$ cat config.mk
export PLATFORM = sky130hd
export DESIGN_NAME = piezo_melody_drv_flat
export DESIGN_NICKNAME = d
export VERILOG_FILES = /design/src/rtl/piezo_melody_drv_if.sv /design/src/rtl/piezo_melody_drv.sv /design/src/flat_wrapper.sv
export SDC_FILE = /design/constraint.sdc
export NUM_CORES = 1
export LEC_CHECK = 0
export CAP_MARGIN = 20
export CORE_MARGIN = 5
export CORE_UTILIZATION = 50
export DETAILED_ROUTE_END_ITERATION = 8
export GPL_TIMING_DRIVEN = 0
export PLACE_DENSITY = 0.66
export REMOVE_ABC_BUFFERS = 1
export SYNTH_ARGS = -nofsm -noshare
export SYNTH_HDL_FRONTEND = slang
export SYNTH_SLANG_ARGS = --single-unit
$ cat constraint.sdc
create_clock -name clk -period 5 [get_ports clk]
set_input_delay 1 -clock clk [delete_from_list [all_inputs] [get_ports clk]]
set_output_delay 1 -clock clk [all_outputs]
set_load 0.05 [all_outputs]
$ cat src/rtl/piezo_melody_drv_if.sv
// -----------------------------------------------------------------------------
// piezo_melody_drv_if
// Alarm request / piezo drive bundle for piezo_melody_drv.
// The driver sits on the slave side. The requester or monitor sits on the
// master side.
// When PIEZO_VOL_EN is defined, the bundle also carries the 3-bit volume
// input vol.
// -----------------------------------------------------------------------------
interface piezo_melody_drv_if #(
    parameter int NUM_SRC = 3
);
    localparam int SRC_W = $clog2(NUM_SRC);

    logic [NUM_SRC-1:0] alarm_req;   // bit0 highest priority
`ifdef PIEZO_VOL_EN
    logic [2:0]         vol;         // high-phase scale, 7 = 50% duty
`endif
    logic               piezo;       // positive side of the element
    logic               piezo_n;     // negative side of the element
    logic               busy;        // melody or repeat gap in progress
    logic [SRC_W-1:0]   active_src;  // source currently being served

`ifdef PIEZO_VOL_EN
    modport master (output alarm_req, output vol,
                    input  piezo, input piezo_n, input busy, input active_src);
    modport slave  (input  alarm_req, input  vol,
                    output piezo, output piezo_n, output busy, output active_src);
`else
    modport master (output alarm_req,
                    input  piezo, input piezo_n, input busy, input active_src);
    modport slave  (input  alarm_req,
                    output piezo, output piezo_n, output busy, output active_src);
`endif
endinterface

$ cat src/rtl/piezo_melody_drv.sv
// -----------------------------------------------------------------------------
// piezo_melody_drv
// Prioritised multi-source alarm melody player with a differential piezo drive.
//
// - Source 0 loops G6/C7/E7 with no pause.
// - Source 1 plays the fanfare backwards, then a silent gap.
// - Sources 2 and up play the fanfare forwards, then a silent gap.
// - A higher-priority request pre-empts the current note or gap at once.
// - If the served request drops, the current note still finishes, or the gap
//   ends on the next edge.
//
// Optional build macro: PIEZO_VOL_EN adds the vol[2:0] input. vol shortens
// the high phase of each tone period to ((P>>1)*(vol+1))>>3 cycles.
//
// With FAST_SIM=1, note durations and the gap are shifted right by DUR_SHIFT.
// DUR_SHIFT defaults to 6, which divides them by 64.
// NUM_SRC must match the NUM_SRC of the connected interface.
// -----------------------------------------------------------------------------
module piezo_melody_drv #(
    parameter int FAST_SIM  = 0,
    parameter int CLK_FREQ  = 50_000_000,
    parameter int NUM_SRC   = 3,
    parameter int GAP_CYC   = 150_000_000,
    parameter int DUR_SHIFT = 6
) (
    input  logic               clk,
    input  logic               rst_n,
    piezo_melody_drv_if.slave  bus
);

    localparam int SRC_W = $clog2(NUM_SRC);
    localparam int GAP_W = $clog2(GAP_CYC + 1);
    localparam int SHIFT = (FAST_SIM != 0) ? DUR_SHIFT : 0;

    // Tone period = round(CLK_FREQ / f). f is given in centi-hertz so that the
    // rounding stays in integer arithmetic.
    function automatic logic [14:0] tone_period(input longint clk_hz, input longint f_chz);
        return 15'((clk_hz * 100 + f_chz / 2) / f_chz);
    endfunction

    localparam logic [14:0] PER_G6 = tone_period(longint'(CLK_FREQ), 156_798);
    localparam logic [14:0] PER_C7 = tone_period(longint'(CLK_FREQ), 209_300);
    localparam logic [14:0] PER_E7 = tone_period(longint'(CLK_FREQ), 263_702);
    localparam logic [14:0] PER_G7 = tone_period(longint'(CLK_FREQ), 313_596);

    // Each duration constant holds the last count of a note, i.e. duration - 1.
    localparam logic [24:0] DUR_4M_LAST  = 25'((32'd4_194_304  >> SHIFT) - 32'd1);
    localparam logic [24:0] DUR_8M_LAST  = 25'((32'd8_388_608  >> SHIFT) - 32'd1);
    localparam logic [24:0] DUR_12M_LAST = 25'((32'd12_582_912 >> SHIFT) - 32'd1);
    localparam logic [24:0] DUR_16M_LAST = 25'((32'd16_777_216 >> SHIFT) - 32'd1);
    localparam logic [GAP_W-1:0] GAP_LAST = GAP_W'((GAP_CYC >> SHIFT) - 1);

    typedef enum logic [1:0] {IDLE, PLAY, GAP} state_e;
    typedef enum logic [1:0] {NOTE_G6, NOTE_C7, NOTE_E7, NOTE_G7} note_e;

    state_e             state, state_nxt;
    logic [SRC_W-1:0]   active_src, src_nxt;
    logic [2:0]         note_idx, note_nxt;
    logic [24:0]        dur_cnt, dur_nxt;
    logic [GAP_W-1:0]   gap_cnt, gap_nxt;
    logic [14:0]        per_cnt, per_nxt;

    note_e              cur_note;
    logic [24:0]        cur_dur_last;
    logic               last_note;
    logic [14:0]        cur_per;
    logic [14:0]        high_len;
    logic               tone_hi;

    logic               req_any;
    logic [SRC_W-1:0]   req_top;
    logic               src_held;
    logic               preempt;

    logic               restart;
    logic [SRC_W-1:0]   restart_src;
    logic               go_idle;

    // Find the highest-priority pending request. The lowest set index wins.
    always_comb begin
        req_any = |bus.alarm_req;
        req_top = '0;
        for (int i = NUM_SRC - 1; i >= 0; i--) begin
            if (bus.alarm_req[i]) req_top = SRC_W'(i);
        end
    end

    assign src_held = bus.alarm_req[active_src];
    assign preempt  = (state != IDLE) && req_any && (req_top < active_src);

    // Melody ROM: map (source, note index) to a note, its last count and an
    // end-of-melody flag.
    always_comb begin
        cur_note     = NOTE_G6;
        cur_dur_last = DUR_8M_LAST;
        last_note    = 1'b0;
        if (active_src == '0) begin
            case (note_idx)
                3'd0:    cur_note = NOTE_G6;
                3'd1:    cur_note = NOTE_C7;
                default: begin cur_note = NOTE_E7; last_note = 1'b1; end
            endcase
        end else if (active_src == SRC_W'(1)) begin
            case (note_idx)
                3'd0:    begin cur_note = NOTE_G7; cur_dur_last = DUR_16M_LAST; end
                3'd1:    begin cur_note = NOTE_E7; cur_dur_last = DUR_4M_LAST;  end
                3'd2:    begin cur_note = NOTE_G7; cur_dur_last = DUR_12M_LAST; end
                3'd3:    cur_note = NOTE_E7;
                3'd4:    cur_note = NOTE_C7;
                default: begin cur_note = NOTE_G6; last_note = 1'b1; end
            endcase
        end else begin
            case (note_idx)
                3'd0:    cur_note = NOTE_G6;
                3'd1:    cur_note = NOTE_C7;
                3'd2:    cur_note = NOTE_E7;
                3'd3:    begin cur_note = NOTE_G7; cur_dur_last = DUR_12M_LAST; end
                3'd4:    begin cur_note = NOTE_E7; cur_dur_last = DUR_4M_LAST;  end
                default: begin
                    cur_note     = NOTE_G7;
                    cur_dur_last = DUR_16M_LAST;
                    last_note    = 1'b1;
                end
            endcase
        end
    end

    // Look up the tone period of the current note.
    always_comb begin
        case (cur_note)
            NOTE_G6: cur_per = PER_G6;
            NOTE_C7: cur_per = PER_C7;
            NOTE_E7: cur_per = PER_E7;
            default: cur_per = PER_G7;
        endcase
    end

    // Next-state logic: sequence notes, end gaps, pre-empt, and hand off on a
    // dropped request.
    always_comb begin
        // NOTE: every signal assigned in this block gets a default first, so
        // that no path leaves a value unassigned and no latch is inferred.
        state_nxt   = state;
        src_nxt     = active_src;
        note_nxt    = note_idx;
        dur_nxt     = dur_cnt;
        gap_nxt     = gap_cnt;
        per_nxt     = per_cnt;
        restart     = 1'b0;
        restart_src = active_src;
        go_idle     = 1'b0;

        case (state)
            IDLE: begin
                if (req_any) begin
                    restart     = 1'b1;
                    restart_src = req_top;
                end
            end
            PLAY: begin
                if (preempt) begin
                    restart     = 1'b1;
                    restart_src = req_top;
                end else if (dur_cnt == cur_dur_last) begin
                    dur_nxt = '0;
                    per_nxt = '0;
                    if (!src_held) begin
                        restart     = req_any;
                        restart_src = req_top;
                        go_idle     = !req_any;
                    end else if (last_note) begin
                        note_nxt = '0;
                        if (active_src != '0) state_nxt = GAP;
                    end else begin
                        note_nxt = note_idx + 3'd1;
                    end
                end else begin
                    dur_nxt = dur_cnt + 25'd1;
                    per_nxt = (per_cnt == cur_per - 15'd1) ? '0 : per_cnt + 15'd1;
                end
            end
            GAP: begin
                if (preempt) begin
                    restart     = 1'b1;
                    restart_src = req_top;
                end else if (!src_held) begin
                    restart     = req_any;
                    restart_src = req_top;
                    go_idle     = !req_any;
                end else if (gap_cnt == GAP_LAST) begin
                    restart = 1'b1;
                end else begin
                    gap_nxt = gap_cnt + GAP_W'(1);
                end
            end
            default: go_idle = 1'b1;
        endcase

        if (restart) begin
            state_nxt = PLAY;
            src_nxt   = restart_src;
            note_nxt  = '0;
            dur_nxt   = '0;
            gap_nxt   = '0;
            per_nxt   = '0;
        end else if (go_idle) begin
            state_nxt = IDLE;
            src_nxt   = '0;
            note_nxt  = '0;
            dur_nxt   = '0;
            gap_nxt   = '0;
            per_nxt   = '0;
        end
    end

    // State and counter registers. Reset clears them asynchronously, so the
    // drive goes silent at once.
    always_ff @(posedge clk or negedge rst_n) begin
        // NOTE: sequential state uses non-blocking assignments, so every
        // register samples the values from before the edge.
        if (!rst_n) begin
            state      <= IDLE;
            active_src <= '0;
            note_idx   <= '0;
            dur_cnt    <= '0;
            gap_cnt    <= '0;
            per_cnt    <= '0;
        end else begin
            state      <= state_nxt;
            active_src <= src_nxt;
            note_idx   <= note_nxt;
            dur_cnt    <= dur_nxt;
            gap_cnt    <= gap_nxt;
            per_cnt    <= per_nxt;
        end
    end

`ifdef PIEZO_VOL_EN
    logic [17:0] high_prod;
    assign high_prod = 18'(cur_per >> 1) * (18'(bus.vol) + 18'd1);
    assign high_len  = 15'(high_prod >> 3);
`else
    assign high_len  = cur_per >> 1;
`endif

    // Tone decode. Both sides are held low outside PLAY, so no DC voltage
    // stays across the element.
    assign tone_hi        = (per_cnt < high_len);
    assign bus.piezo      = (state == PLAY) &&  tone_hi;
    assign bus.piezo_n    = (state == PLAY) && !tone_hi;
    assign bus.busy       = (state != IDLE);
    assign bus.active_src = active_src;

endmodule

$ cat src/flat_wrapper.sv
// flat-port wrapper written by rule: the top's interface ports become plain ports
module piezo_melody_drv_flat 
#(
    parameter int FAST_SIM  = 0,
    parameter int CLK_FREQ  = 50_000_000,
    parameter int NUM_SRC   = 3,
    parameter int GAP_CYC   = 150_000_000,
    parameter int DUR_SHIFT = 6
)
  (clk, rst_n, bus_alarm_req, bus_piezo, bus_piezo_n, bus_busy, bus_active_src);
  piezo_melody_drv_if #(.NUM_SRC(NUM_SRC)) bus_i ();
  input  logic clk;
  input  logic rst_n;
  input wire logic [$bits(bus_i.alarm_req)-1:0] bus_alarm_req;
  output wire logic [$bits(bus_i.piezo)-1:0] bus_piezo;
  output wire logic [$bits(bus_i.piezo_n)-1:0] bus_piezo_n;
  output wire logic [$bits(bus_i.busy)-1:0] bus_busy;
  output wire logic [$bits(bus_i.active_src)-1:0] bus_active_src;
  assign bus_i.alarm_req = bus_alarm_req;
  assign bus_piezo = bus_i.piezo;
  assign bus_piezo_n = bus_i.piezo_n;
  assign bus_busy = bus_i.busy;
  assign bus_active_src = bus_i.active_src;
  piezo_melody_drv #(.FAST_SIM(FAST_SIM), .CLK_FREQ(CLK_FREQ), .NUM_SRC(NUM_SRC), .GAP_CYC(GAP_CYC), .DUR_SHIFT(DUR_SHIFT)) u_core (.clk(clk), .rst_n(rst_n), .bus(bus_i));
endmodule
==> results of run 1 <==
[synthesized netlist by cell type (all sizes together) (3+ instances only)]
cell type  instances  area share, %
a211oi             3           0.54
a21o               3           0.44
a21oi             33            3.2
a22o              10            1.7
a32o               3           0.59
and3              16            2.0
and4               5           0.86
buf               11            1.2
clkbuf            12           0.88
dfrtp             75             37
ha                29            7.1
inv               26            1.9
mux2i              3           0.59
nand2             49            3.6
nand2b             9            1.1
nand3             23            2.3
nand3b             3           0.44
nand4             19            2.3
nor2              59            4.4
nor2b             12            1.5
nor3              13            1.3
nor4               8           0.98
nor4b              3           0.52
nor4bb             3           0.59
o2111ai            4           0.69
o21ai             15            1.5
o21bai             3           0.44
o22ai             17            2.1
o31ai             17            2.5
o32a               3           0.59
or3                9            1.2
or3b               3           0.52
or4               16            2.4
xnor2             17            2.9
xor2              16            2.8
[per-layer routing]
layer / track usage (%) / share of wire [%] / up-vias
met2: 33.5 / 47 / 68
li1: - / - / 2162
met4: 4.19 / 0.58 / 0
met5: 0 / 0 / -
met3: 4.80 / 3.8 / 6
met1: 27.7 / 49 / 2213
[worst reg2reg max path, stage by stage, from the launching register on]
cell and delay [ns]:
dfrtp_1 0.43, buf_4 0.15, ha_1 0.23, ha_1 0.26, a2111oi_1 0.59, o21bai_1 0.22
a2111oi_4 0.63, o22ai_1 0.41, buf_6 0.26, a21oi_1 0.83, a22o_1 0.26
[per-stage QoR]
stage	util [%]	power [W]	hold WS [ns]	cells	area, um^2
final	57.2	0.00258	0.545	723	5640
after global placement	53.1	0.00188	0.525	698	5240
after detailed placement	54.3	0.00203	0.531	704	5360
after CTS	56.5	0.00257	0.542	720	5570
after global routing	57.2	0.00276	0.574	723	5640
after floorplan	-	0.00157	0.485	556	4980
[cell type report]
cell class | instances | area share [%]
Sequential cell | 75 | 33.3
Multi-Input combinational cell | 455 | 54.5
Inverter | 26 | 1.73
Clock inverter | 4 | 1.31
Clock buffer | 12 | 2.57
Tap cell | 133 | 2.95
Timing Repair Buffer | 18 | 3.68
[logic make-up after synthesis]
logic type               after synthesis  share of synthesized area (%)
XOR/XNOR                              33                           5.68
AO/OA/AOI/OAI                        132                           18.6
AND/OR/NAND/NOR                      257                           26.9
adder cells (fa/ha/maj)               29                           7.13
flip-flops                            75                           36.9
buffers and inverters                 49                           4.01
multiplexers                           4                          0.811
[worst max path at each step]
stage	slack, ns	to	startpoint
final	0.17	bus_piezo	u_core.note_idx[1]
after global routing	0.003	bus_piezo	u_core.note_idx[1]
after CTS	-0.03	bus_piezo	u_core.note_idx[0]
after detailed placement	-0.44	bus_piezo	u_core.note_idx[0]
after global placement	-0.36	u_core.dur_cnt[3]	bus_alarm_req[1]
after floorplan	-0.26	bus_piezo	u_core.note_idx[0]
[sequential cells by signal, summed over array words and instances, names as in the netlist]
register	cells
u_core.state	2
u_core.dur_cnt	25
u_core.note_idx	3
u_core.per_cnt	15
u_core.gap_cnt	28
u_core.bus.active_src	2
[timing repair]
action | 4_1_cts | 5_1_grt
pin swaps | 0 | 3
gates resized for setup | 15 | 12
setup endpoints to repair | 2 | 2
hold buffers | 0 | 0
buffers inserted | 0 | 3
[power by group]
part,leakage [nW],switching (W),internal [W]
Clock,0.111,0.000235,0.000295
Combinational,1.24,0.000839,0.000450
Sequential,1.03,0.0000934,0.000664
Total,2.38,0.00117,0.00141
==> metrics.txt, run 1 <==
status=completed; delay-heaviest family, CP=compound AO/OA/AOI/OAI gates; Fmax=207 MHz; max cap viols=0; Sequential Area=0.00188 mm^2; total CTS buffers=9; Max Slew Vio Count=0; layout cell share with drive strength beyond 1=8.31%; HP Class=flop to flop; I/O pin cnt=10; worst r2r path cells=10; Layout area overhead=10.9%; critical path class=flop to primary output; Reg clk slew, reported paths=0.08 ns; H-tree depth=3; PwrDens=457 mW/mm^2; yosys warns=0; 1st-iter DRT viols=293; maximum vdd drop=222 uV; Hold EP=u_core.per_cnt[0]; fraction of registers with async set/reset=100%; ANT nets after route=0; GRT Util Overall=20.5%; core area=0.00986 mm^2; antenna diode count=0; hold path start=u_core.per_cnt[0]; Detailed Route WL=12.3 mm; Clock Path Buffers=2; CP bufs+invs=2; skew final=0.0112 ns; setup violators final=0; first drt pass iteration count=5; chip width=111 um; latest clock arrival within the worst-skew pair=0.37 ns; worst slew pin tran=1.05 ns; Critical Path RT=4.00 ns; RD Place Congestion=0.802; Die ar.=0.0123 mm^2; initial antenna violation count=0; DP Wirelength=8.34 mm; r2r startpoint=u_core.note_idx[0]; Startpoint Class=flop; largest net degree at the start of global routing=40; Levels on crit path=16; CP Max Fanout=7; CTS tree=yes; Unique masters post-synth=64; count of input and output buffers=9; pre-CTS setup slack=-0.443 ns; Root Driver=clkbuf_8; EDFF count, synth=0; CP Data Arrival Time=3.83 ns; # DRC=0; Synth Cell Area=0.00509 mm^2; GRT overflow=0; Crit. End Element=primary output; worst hold path depth=1; multi-input logic area=0.00308 mm^2; vias=4449; commonest non-fill, non-tap cell in the layout=dfrtp_1; Slew HR=29.9%; row count=36; final-report hold violation count=0; nets=619; crit path time final=4.83 ns; vias in the first global route=4326; # clock sinks=75; r2r endpoint=u_core.per_cnt[4]; Die H=111 um; Final WS setup=0.165 ns; vias per inst=6.15; Initial Utilization=51.6%; main flop type after synthesis=dfrtp_1; Worst path max stage delay=0.41 ns; register area share after synthesis=36.9%; R2R Setup Slk=0.66 ns; first-pass GRT wire length=21.0 mm; LEAKAGE=2.38 nW; setup TNS=0 ns; Gate Count Post-Synth=579; RSZ-0062 raised after global routing=no; most frequent cells in the layout=dfrtp_1, nor2_1, nand2_1; DR WL/cell=17.1 um; fill count=884; CP cell instances=buf_4, ha_2, or3_4, a21oi_2, nand2_1, o21ai_2, o21ai_2, ha_2, ha_1, a211o_1, a21o_1, a21o_1, a211oi_2, o21bai_1, a221oi_2, buf_6; flops & latches, synth=75; syn avg cell area=8.79 um^2; Period Utilization, post-route=96.7%; Crit-path slowest cell=dfrtp_1
Note: power is estimated with default switching activity, not from simulation.
==> inputs of run 2 (changes only) <==
--- a/config.mk
+++ b/config.mk
@@ -5,7 +5,6 @@
 export SDC_FILE = /design/constraint.sdc
 export NUM_CORES = 1
 export LEC_CHECK = 0
-export CAP_MARGIN = 20
 export CORE_MARGIN = 5
 export CORE_UTILIZATION = 50
 export DETAILED_ROUTE_END_ITERATION = 8
==> metrics.txt, run 2 (synthesized netlist as in run 1, its figures left out) <==
status=completed; commonest non-fill, non-tap cell in the layout=dfrtp_1; Fmax=207 MHz (about the same); CP Data Arrival Time=3.83 ns (about the same); Die H=111 um (unchanged); maximum vdd drop=234 uV (+5.4%); final-report hold violation count=0 (unchanged); post-route insts no fill=722 (-0.14%); critical path class=flop to primary output; Placed Cells=704 (unchanged); skew final=0.0104 ns (-0.000748 ns); vias in the first global route=4395 (+1.6%); power share of the combinational group=51.4% (+1.4 points); CTS tree=yes; most frequent cells in the layout=dfrtp_1, nor2_1, nand2_1; pre-CTS setup slack=-0.449 ns (-0.00686 ns); Root Driver=clkbuf_8; max FFs per register=28 (unchanged); antenna diode count=0 (unchanged); met3 WL=357 um (-24%); DR WL/cell=16.6 um (-2.8%); # clock sinks=75 (unchanged); chip width=111 um (unchanged); initial antenna violation count=0 (unchanged); count of input and output buffers=9 (unchanged); Max Slew Vio Count=0 (unchanged); P_sw=0.00116 W (-0.92%); worst slew pin tran=0.999 ns (-0.0528 ns); metal2 WL=5.65 mm (-2.5%); Post-Route M1 WL=5.83 mm (-2.7%); crit path time final=4.83 ns (-0.000323 ns); largest net degree at the start of global routing=40 (unchanged); 1st-iter DRT viols=283 (-3.4%); fill count=900 (+1.8%); vias per inst=6.11 (-0.76%); Initial Utilization=51.6% (unchanged); Crit. End Element=primary output; latest clock arrival within the worst-skew pair=0.36 ns (about the same); Flop pwr share=30.4% (+1.0 points); Max Used Layer=met4; I/O pin cnt=10 (unchanged); nets=619 (unchanged); r2r startpoint=u_core.note_idx[0]; Worst Setup SP=u_core.note_idx[1]; Final WS setup=0.166 ns (+0.000323 ns); Largest regs=u_core.gap_cnt: 28 flops, u_core.dur_cnt: 25 flops, u_core.per_cnt: 15 flops; DP Wirelength=8.35 mm (about the same); vias=4409 (-0.90%); hold slack=0.543 ns (-0.00205 ns); RSZ-0062 raised after global routing=no; total CTS buffers=9 (unchanged); max cap viols=0 (unchanged); hold path start=u_core.dur_cnt[2]; core area=0.00986 mm^2 (unchanged); PwrDens=445 mW/mm^2 (-2.5%); setup TNS=0 ns (unchanged); hold_buf cts=0 (unchanged); Int Pwr=0.00134 W (-5.0%); Critical Path RT=4.00 ns (about the same); setup violators final=0 (unchanged); row count=36 (unchanged); Layout area overhead=10.1%; first drt pass iteration count=4 (-1); LEAKAGE=2.36 nW (-0.67%); layout cell share with drive strength beyond 1=8.49% (+0.18 points); Slew HR=33.0% (+3.1 points); # DRC=0 (unchanged); GRT overflow=0 (unchanged); Clock Path Buffers=2 (unchanged); switching share of power=46.4% (+1.1 points); Largest Register=u_core.gap_cnt; GRT Util Overall=20.3% (-0.13 points); clock share of power=18.2% (-2.4 points); H-tree depth=3 (unchanged); Die ar.=0.0123 mm^2 (unchanged); first-pass GRT wire length=21.0 mm (about the same); Startpoint Class=flop; RD Place Congestion=0.802 (unchanged); ANT nets after route=0 (unchanged); CP Max Fanout=7 (unchanged); Period Utilization, post-route=96.7% (about the same); Reg clk slew, reported paths=0.08 ns (about the same); Detailed Route WL=12.0 mm (-3.0%); HP Class=flop to flop
## run 2: changes by cell type in the layout (fill, tap and decap cells not counted)
cell,change
clkinvlp_4,+1
clkbuf_8,-1
clkinv_2,+3
clkbuf_1,-2
bufinv_16,-1
clkinv_4,-1
## run 2: worst paths after layout
check	endpoint	slack, ns	depth (start not counted)
worst max-delay path	bus_piezo	0.17	16
worst min-delay path	u_core.dur_cnt[2]	0.54	1
worst max register to register	u_core.per_cnt[4]	0.73	10
worst min register to register	u_core.dur_cnt[2]	0.54	1
max in group asynchronous	u_core.gap_cnt[20]	3.81	2
min in group asynchronous	u_core.dur_cnt[8]	0.60	1
## run 2: critical path, stage by stage (launching register included)
cell and delay (ns):
dfrtp_1 0.40, buf_4 0.15, ha_2 0.21, or3_4 0.37, a21oi_2 0.15, nand2_1 0.08, o21ai_2 0.09, o21ai_2 0.11
ha_2 0.23, ha_1 0.27, a211o_1 0.26, a21o_1 0.18, a21o_1 0.18, a211oi_2 0.20, o21bai_1 0.12, a221oi_2 0.30
buf_6 0.19
## run 2: repair_timing
item	CTS	global route
gates cloned	0	0
endpoints found under the setup margin	2	2
resized for setup	15	12
setup buffers	0	3
pin swaps	0	3
## run 2: final cells by class
cell class | count | area [um^2] | share of cell area, %
Tap cell | 133 | 166 | 2.97
Multi-Input combinational cell | 455 | 3080 | 54.9
Timing Repair Buffer | 18 | 208 | 3.71
Inverter | 26 | 97.6 | 1.74
Clock buffer | 9 | 124 | 2.21
Sequential cell | 75 | 1880 | 33.5
Clock inverter | 6 | 57.6 | 1.03
## run 2: power groups by stage
stage / logic (W) / clock network [W] / registers (W)
3_3_place_gp: 0.00112 / 0 / 0.000760
4_1_cts: 0.00127 / 0.000466 / 0.000754
5_1_grt: 0.00142 / 0.000499 / 0.000772
3_5_place_dp: 0.00127 / 0 / 0.000766
6_report: 0.00128 / 0.000455 / 0.000758
2_1_floorplan: 0.000811 / 0 / 0.000763
## run 2: metrics by stage
| stage | total power, W | utilization, % | area, um^2 |
|---|---|---|---|
| finish | 0.00249 | 56.8 | 5610 |
| floorplan | 0.00157 | - | 4980 |
| global placement | 0.00188 | 53.1 | 5240 |
| CTS | 0.00249 | 56.1 | 5540 |
| global route | 0.00269 | 56.8 | 5610 |
| detailed placement | 0.00203 | 54.3 | 5360 |
## run 2: per-layer routing
layer	up-vias	track usage, %
met3	10	3.77
met5	-	0
met1	2170	27.3
met4	0	5.58
li1	2162	-
met2	67	33.6
==> inputs of run 3 (changes only) <==
--- a/config.mk
+++ b/config.mk
@@ -9,7 +9,7 @@
 export CORE_UTILIZATION = 50
 export DETAILED_ROUTE_END_ITERATION = 8
 export GPL_TIMING_DRIVEN = 0
-export PLACE_DENSITY = 0.66
+export PLACE_DENSITY_LB_ADDON = 0.3
 export REMOVE_ABC_BUFFERS = 1
 export SYNTH_ARGS = -nofsm -noshare
 export SYNTH_HDL_FRONTEND = slang
==> metrics.txt, run 3 (synthesized netlist as in run 1, its figures left out) <==
Die ar.=0.0123 mm^2 (unchanged); CP Data Arrival Time=3.83 ns (about the same); Fmax=207 MHz (about the same); vias=4469 (+1.4%); total CTS buffers=9 (unchanged); antenna diode count=0 (unchanged); max cap viols=0 (unchanged); post-route insts no fill=723 (+0.14%); Die H=111 um (unchanged); DP Wirelength=8.11 mm (-2.8%); R2R Setup Slk=0.88 ns (+0.15 ns); skew final=0.0152 ns (+0.00477 ns); Initial Utilization=51.6% (unchanged); delay-heaviest family, CP=compound AO/OA/AOI/OAI gates; Startpoint Class=flop; first drt pass iteration count=5 (+1); Period Utilization, post-route=96.6% (about the same); Crit. End Element=primary output; hold_buf cts=0 (unchanged); CTS tree=yes; LEAKAGE=2.37 nW (+0.59%); Critical Path RT=4.00 ns (about the same); CP cell instances=buf_4, ha_4, or3_1, a21oi_2, nand2_1, o21ai_2, o21ai_2, ha_2, ha_1, a211o_1, a21o_1, a21o_1, a211oi_2, o21bai_1, a221oi_2, buf_6; Slew HR=25.7% (-7.3 points); vias per inst=6.18 (+1.2%); setup violators final=0 (unchanged); chip width=111 um (unchanged); Placed Cells=703 (-0.14%); Worst path max stage delay=0.39 ns (about the same); GRT overflow=0 (unchanged); latest clock arrival within the worst-skew pair=0.37 ns (about the same); Root Driver=clkbuf_8; I/O pin cnt=10 (unchanged); largest net degree at the start of global routing=56 (+40%); nets=619 (unchanged); count of input and output buffers=9 (unchanged); status=completed; commonest non-fill, non-tap cell in the layout=dfrtp_1; most frequent cells in the layout=dfrtp_1, nor2_1, nand2_1; # clock sinks=75 (unchanged); HP Class=primary input to async pin; max FFs per register=28 (unchanged); # DRC=0 (unchanged); vias in the first global route=4380 (-0.34%); final-report hold violation count=0 (unchanged); setup TNS=0 ns (unchanged); initial antenna violation count=0 (unchanged); 1st-iter DRT viols=305 (+7.8%); Layout area overhead=10.7%; PwrDens=446 mW/mm^2 (+0.28%); CP bufs+invs=2 (unchanged); Clock Path Buffers=2 (unchanged); Largest regs=u_core.gap_cnt: 28 flops, u_core.dur_cnt: 25 flops, u_core.per_cnt: 15 flops; DR WL/cell=16.4 um (-1.2%); CP Max Fanout=7 (unchanged); core area=0.00986 mm^2 (unchanged); RD Place Congestion=0.846 (+5.5%); maximum vdd drop=288 uV (+23%); Reg clk slew, reported paths=0.08 ns (about the same); row count=36 (unchanged); GRT Util Overall=19.6% (-0.72 points); crit path time final=4.83 ns (-0.00222 ns); Max Slew Vio Count=0 (unchanged); first-pass GRT wire length=20.3 mm (-3.2%); Largest Register=u_core.gap_cnt; H-tree depth=3 (unchanged); worst slew pin tran=1.12 ns (+0.116 ns); ANT nets after route=0 (unchanged); critical path class=flop to primary output; Crit-path slowest cell=dfrtp_1; Detailed Route WL=11.8 mm (-1.1%); layout cell share with drive strength beyond 1=8.81% (+0.32 points)
-- run 3: cell types whose count changed in the layout (fill, tap and decap cells not counted), sizes merged --
cell and change:
bufinv +1, inv +1, clkinv -1
-- run 3: worst paths after layout --
path	startpoint	end	cells past startpoint
max in group asynchronous	rst_n	u_core.gap_cnt[16]	2
max reg2reg	u_core.note_idx[1]	u_core.per_cnt[4]	10
max	u_core.note_idx[1]	bus_piezo	16
min reg2reg	u_core.per_cnt[0]	u_core.per_cnt[0]	1
min in group clk	u_core.per_cnt[0]	u_core.per_cnt[0]	1
min	rst_n	u_core.dur_cnt[8]	1
-- run 3: cell type report --
| class | instances | area (um^2) |
|---|---|---|
| clock buffer | 9 | 124 |
| clock inverter | 7 | 91.3 |
| fill | 877 | 4230 |
| inverter | 26 | 97.6 |
| multi-input combinational | 455 | 3090 |
| sequential | 75 | 1880 |
| tap | 133 | 166 |
| timing repair buffer | 18 | 191 |
-- run 3: power by group --
group	total, W	switching, W	internal, W
sequential	0.000756	0.0000916	0.000664
combinational	0.00123	0.000821	0.000412
clock	0.000526	0.000246	0.000280
total	0.00252	0.00116	0.00136
-- run 3: metrics by stage --
stage / worst slack [ns] / hold WS [ns] / area [um^2] / power (W) / utilization, %
2_1_floorplan: -0.256 / 0.485 / 4980 / 0.00157 / -
3_3_place_gp: -0.419 / 0.521 / 5240 / 0.00185 / 53.1
3_5_place_dp: -0.527 / 0.531 / 5330 / 0.00197 / 54.1
4_1_cts: 0.0141 / 0.520 / 5590 / 0.00250 / 56.6
5_1_grt: -0.0102 / 0.530 / 5640 / 0.00268 / 57.1
6_report: 0.168 / 0.515 / 5640 / 0.00252 / 57.1
-- run 3: layer usage --
| metal | GRT usage [%] | share of wire, % | up-vias | wire [um] |
|---|---|---|---|---|
| met5 | 0 | 0 | - | 0 |
| met4 | 6.65 | 1.6 | 0 | 187 |
| met3 | 4.69 | 4.5 | 15 | 527 |
| met2 | 31.1 | 47 | 103 | 5560 |
| met1 | 26.2 | 47 | 2194 | 5570 |
| li1 | - | - | 2157 | - |
-- run 3: what timing repair did --
item,CTS,global route
setup buffers,3,1
resized for setup,19,9
setup endpoints to repair,2,2
pin swaps,2,2
